$ cat src/rtl/cannon_sequencer.sv
// Control FSM sequencing a SQRT_P x SQRT_P Cannon block-multiply grid through one C = A x B job.
// Optional cycle counter behind macro CANNON_SEQ_PERF_EN; otherwise perf_cycles is tied to 0.
module cannon_sequencer #(
  parameter int SQRT_P  = 2,
  parameter int MAC_LAT = 2,
  parameter int STEP_W  = 4
) (
  input  logic              clk,
  input  logic              reset,
  input  logic              start,
  input  logic              abort,
  input  logic              out_ack,
  output logic              busy,
  output logic              load_en,
  output logic              clear_acc,
  output logic              skew_en,
  output logic              mac_en,
  output logic              acc_we,
  output logic              shift_en,
  output logic [STEP_W-1:0] step_idx,
  output logic              out_valid,
  output logic              done,
  output logic [31:0]       perf_cycles
);

  localparam int LAT_W = (MAC_LAT > 1) ? $clog2(MAC_LAT) : 1;
  localparam logic [LAT_W-1:0]  LAST_LAT  = LAT_W'(MAC_LAT - 1);
  localparam logic [STEP_W-1:0] LAST_STEP = STEP_W'(SQRT_P - 1);
  localparam logic [STEP_W-1:0] LAST_SKEW = (SQRT_P > 1) ? STEP_W'(SQRT_P - 2) : '0;

  typedef enum logic [2:0] {
    S_IDLE, S_LOAD, S_CLEAR, S_SKEW, S_MAC, S_SHIFT, S_OUT
  } state_e;

  state_e            state_q, state_d;
  logic [STEP_W-1:0] step_q, step_d;
  logic [LAT_W-1:0]  lat_q, lat_d;
  logic              done_q, done_d;

  // State and counter registers
  always_ff @(posedge clk or posedge reset) begin
    if (reset) begin
      state_q <= S_IDLE;
      step_q  <= '0;
      lat_q   <= '0;
      done_q  <= 1'b0;
    end else begin
      state_q <= state_d;
      step_q  <= step_d;
      lat_q   <= lat_d;
      done_q  <= done_d;
    end
  end

  // Next-state logic; abort overrides every busy state
  always_comb begin
    state_d = state_q;
    step_d  = step_q;
    lat_d   = lat_q;
    done_d  = 1'b0;
    if (abort && (state_q != S_IDLE)) begin
      state_d = S_IDLE;
      step_d  = '0;
      lat_d   = '0;
    end else begin
      case (state_q)
        S_IDLE: begin
          if (start && !abort) state_d = S_LOAD;
          else                 state_d = S_IDLE;
        end
        S_LOAD:  state_d = S_CLEAR;
        S_CLEAR: begin
          step_d  = '0;
          state_d = (SQRT_P > 1) ? S_SKEW : S_MAC;
        end
        S_SKEW: begin
          if (step_q == LAST_SKEW) begin
            state_d = S_MAC;
            step_d  = '0;
          end else begin
            step_d  = step_q + STEP_W'(1);
          end
        end
        S_MAC: begin
          if (lat_q == LAST_LAT) begin
            lat_d = '0;
            if (step_q == LAST_STEP) begin
              state_d = S_OUT;
              step_d  = '0;
            end else begin
              state_d = S_SHIFT;
            end
          end else begin
            lat_d = lat_q + LAT_W'(1);
          end
        end
        S_SHIFT: begin
          state_d = S_MAC;
          step_d  = step_q + STEP_W'(1);
        end
        S_OUT: begin
          if (out_ack) begin
            state_d = S_IDLE;
            done_d  = 1'b1;
          end else begin
            state_d = S_OUT;
          end
        end
        default: begin
          state_d = S_IDLE;
          step_d  = '0;
          lat_d   = '0;
        end
      endcase
    end
  end

  // Output decode from registered state only
  always_comb begin
    busy      = (state_q != S_IDLE);
    load_en   = (state_q == S_LOAD);
    clear_acc = (state_q == S_CLEAR);
    skew_en   = (state_q == S_SKEW);
    mac_en    = (state_q == S_MAC);
    acc_we    = (state_q == S_MAC) && (lat_q == LAST_LAT);
    shift_en  = (state_q == S_SHIFT);
    out_valid = (state_q == S_OUT);
    done      = done_q;
    if ((state_q == S_SKEW) || (state_q == S_MAC) || (state_q == S_SHIFT)) step_idx = step_q;
    else                                                                     step_idx = '0;
  end

`ifdef CANNON_SEQ_PERF_EN
  logic [31:0] cnt_q;
  logic [31:0] perf_q;
  logic [31:0] cnt_inc_s;

  assign cnt_inc_s = (cnt_q == 32'hFFFF_FFFF) ? cnt_q : cnt_q + 32'd1;

  // Busy-cycle counter; snapshot taken on the cycle that leads into done
  always_ff @(posedge clk or posedge reset) begin
    if (reset) begin
      cnt_q  <= 32'd0;
      perf_q <= 32'd0;
    end else begin
      if (state_q == S_IDLE) begin
        if (start && !abort) cnt_q <= 32'd0;
        else                 cnt_q <= cnt_q;
      end else begin
        cnt_q <= cnt_inc_s;
      end
      if (done_d) perf_q <= cnt_inc_s;
      else        perf_q <= perf_q;
    end
  end

  assign perf_cycles = perf_q;
`else
  assign perf_cycles = 32'd0;
`endif

endmodule

$ cat config.mk
export PLATFORM = sky130hd
export DESIGN_NAME = cannon_sequencer
export DESIGN_NICKNAME = d
export VERILOG_FILES = /design/src/rtl/cannon_sequencer.sv
export SDC_FILE = /design/constraint.sdc
export NUM_CORES = 1
export LEC_CHECK = 0
export BUFFER_PORTS_ARGS = -buffer_cell sky130_fd_sc_hd__buf_2
export CAP_MARGIN = 20
export CORE_UTILIZATION = 44
export CTS_CLUSTER_DIAMETER = 100
export DETAILED_ROUTE_END_ITERATION = 6
export PLACE_DENSITY = 0.79
export RECOVER_POWER = 50
export SYNTH_ARGS = -nofsm -noshare
export SYNTH_HDL_FRONTEND = slang
export SYNTH_SLANG_ARGS = --single-unit
$ cat constraint.sdc
create_clock -name clk -period 1.9 [get_ports clk]
set_input_delay 0.095 -clock clk [delete_from_list [all_inputs] [get_ports clk]]
set_output_delay 0.095 -clock clk [all_outputs]
set_load 0.02 [all_outputs]
==> impl_metrics.py <==
metrics = {
    "layout": {
        "syn_to_final_growth_pct": 3.99,
        "fill_cells": 206,
        "diodes": 0,
        "final_design_area_no_fill_um2": 978,
        "final_layout_size_suffix_gt1_share_pct": 20.4,
        "nets": 146,
        "instances_no_fill": 164,
    },
    "placed_design": {
        "place_congestion": 0.883,
        "placed_area_um2": 923,
        "placed_cells": 158,
        "port_buffers": 17,
        "dp_hpwl_um": 1400,
    },
    "min_path": {
        "hold_class": "input port to flip-flop",
    },
    "global_routing": {
        "grt_pass1_wl_um": 2860,
        "overflow": 0,
        "grt_pass1_vias": 608,
        "grt_max_degree": 16,
        "antenna_found_initial": 0,
        "grt_use_total_pct": 18.2,
    },
    "route": {
        "routed_wl_um": 1860,
        "dr.pass1.iters": 4,
        "final_antenna_net_count": 0,
        "drcViolationCount": 0,
        "vias": 802,
        "initialDrtViolationCount": 33,
        "routed_via_density": 4.89,
        "wire_per_inst_um": 11.3,
    },
    "timing": {
        "fin_skew_ns": 0.00545,
        "finalMaxSlewViolations": 0,
        "hold_ws_ns": 0.0771,
        "fin_tns_setup_ns": 0,
        "setup_viol": 0,
        "rsz0062_at_grt": "no",
        "min_period_ns": 1.78,
        "hold_violations": 0,
        "min_period_over_period_pct": 93.5,
        "fmax_mhz": 563,
    },
    "clock_network": {
        "cts_max_path_buffers": 2,
        "cts_tree": "done",
        "cts-root-buf": "clkbuf_4",
        "cts_max_level": 1,
        "path_clk_slew_ns": 0.07,
        "cts_buffers": 3,
        "clock_sinks": 9,
        "clock_latency_ns": 0.27,
    },
    "die": {
        "die_h_um": 48.2,
        "core_um2": 1980,
        "rows": 16,
        "initial_core_util_pct": 47.5,
        "io_pins": 50,
        "dieArea_um2": 2330,
        "dieWidth_um": 48.2,
    },
    "synth": {
        "syn_area_um2": 941,
        "synth_seq_area_share_pct": 23.9,
        "synth.top_cells.by_count": "buf_4, dfrtp_1, nand2_1, nor2_1, inv_1",
        "synthCells": 118,
        "yosysMostFrequentCell": "buf_4",
        "ys_warn_count": 0,
        "yosysTopAreaCellShare_pct": 25.5,
        "synth-seq-cells": 9,
        "avgSynthCellArea_um2": 7.97,
        "synth_ff_type": "dfrtp_1",
        "async_flop_share_pct": 100,
        "synth_edf_count": 0,
        "yosysTopAreaCell": "buf_4",
        "synth.distinct_cells": 34,
        "ys_top_cells_by_area": "buf_4, dfrtp_1, ha_1",
    },
    "power_and_ir_drop": {
        "vdd_drop_max_mv": 0.430,
        "p_per_area_nw_per_um2": 1030,
        "p_leak_nw": 0.537,
    },
    "outcome": {
        "outcome": "finished, final reports clean",
    },
    "setup_path": {
        "crit_type": "flip-flop to flip-flop",
        "arrival_ns": 1.93,
        "worstPathRequired_ns": 2.05,
        "setup.worst_path.start_class": "flip-flop",
        "cp-end-kind": "flip-flop",
        "cp_max_fo": 6,
    },
    "flow_run": {
        "maxCapViolCount": 0,
    },
}
layout by cell type, fill, tap and decap left out, types with 2 or more instances in the layout:
cell type / count
dfrtp_1: 8
buf_2: 16
nor3_1: 3
nor2_1: 8
ha_1: 3
a21oi_1: 5
o21ai_0: 4
clkbuf_1: 2
nand3_1: 3
clkbuf_4: 3
inv_1: 5
nand2_1: 9
nor2b_1: 4
and2_1: 4
a22o_1: 2
conb_1: 32
worst paths after layout:
check / slack (ns) / to / start / cells past startpoint
worst max-delay path: 0.12 / step_q[2]$_DFFE_PP0P_ / step_q[0]$_DFFE_PP0P_ / 6
worst min-delay path: 0.08 / done$_DFF_PP0_ / out_ack / 2
worst max register to register: 0.12 / step_q[2]$_DFFE_PP0P_ / step_q[0]$_DFFE_PP0P_ / 6
worst min register to register: 0.60 / step_q[0]$_DFFE_PP0P_ / step_q[0]$_DFFE_PP0P_ / 1
max in group asynchronous: 1.31 / state_q[1]$_DFFE_PP0P_ / reset / 3
min in group asynchronous: 0.32 / step_q[0]$_DFFE_PP0P_ / reset / 3
area by class of cell:
class / instances / area, µm² / share of cell area, %
Clock inverter: 1 / 5.00 / 0.512
Clock buffer: 3 / 22.5 / 2.30
Sequential cell: 9 / 226 / 23.1
Inverter: 6 / 22.5 / 2.30
Multi-Input combinational cell: 98 / 563 / 57.5
Timing Repair Buffer: 20 / 105 / 10.7
Tap cell: 27 / 33.8 / 3.45
power breakdown:
group	switching [mW]	leakage (nW)	total (mW)	internal, mW
logic	0.327	0.399	0.532	0.205
clock network	0.0807	0.0177	0.159	0.0779
registers	0.0918	0.121	0.322	0.230
total	0.500	0.537	1.01	0.513
cells by family (layout without fill, tap and decap cells):
kind of cell,after synthesis,after routing,share of synthesized area [%]
adders and majority gates,3,3,3.99
buffers and inverters,42,30,30.1
xor gates and xnor gates,1,1,0.931
AOI/OAI and AO/OA,24,24,18.5
other,1,32,0.399
DFF,9,9,23.9
and+or+nand+nor,38,38,22.2
stage by stage:
| step | power [mW] | utilization, % | worst slack [ns] |
|---|---|---|---|
| final | 1.01 | 49.4 | 0.123 |
| after global routing | 1.09 | 49.4 | 0.00723 |
| after CTS | 0.984 | 48.5 | 0.0333 |
| after detailed placement | 0.824 | 46.6 | 0.0598 |
| after global placement | 0.809 | 46.6 | 0.135 |
| after floorplan | 0.753 | - | 0.268 |
critical path: stages, from the launching register on:
cell	delay, ns
dfrtp_1	0.44
inv_1	0.13
ha_1	0.17
and4bb_1	0.18
and4bb_2	0.27
and3b_1	0.20
a221o_1	0.27
layer usage:
layer  GRT usage, %  wire (µm)
met5              0          0
met4           12.8         45
met3           3.70        135
met2           25.6        875
met1           24.7        799
flip-flops by register name, summed over array words and instances (netlist names):
| signal | count |
|---|---|
| done | 1 |
| lat_q | 1 |
| state_q | 3 |
| step_q | 4 |
what timing repair did:
action | 4_1_cts | 5_1_grt
setup endpoints to repair | 0 | 4
hold endpoints to repair | 9 | 0
setup buffers | 0 | 1
resized for setup | 0 | 5
hold buffers | 1 | 0
Power figures use the tool's default switching activity.
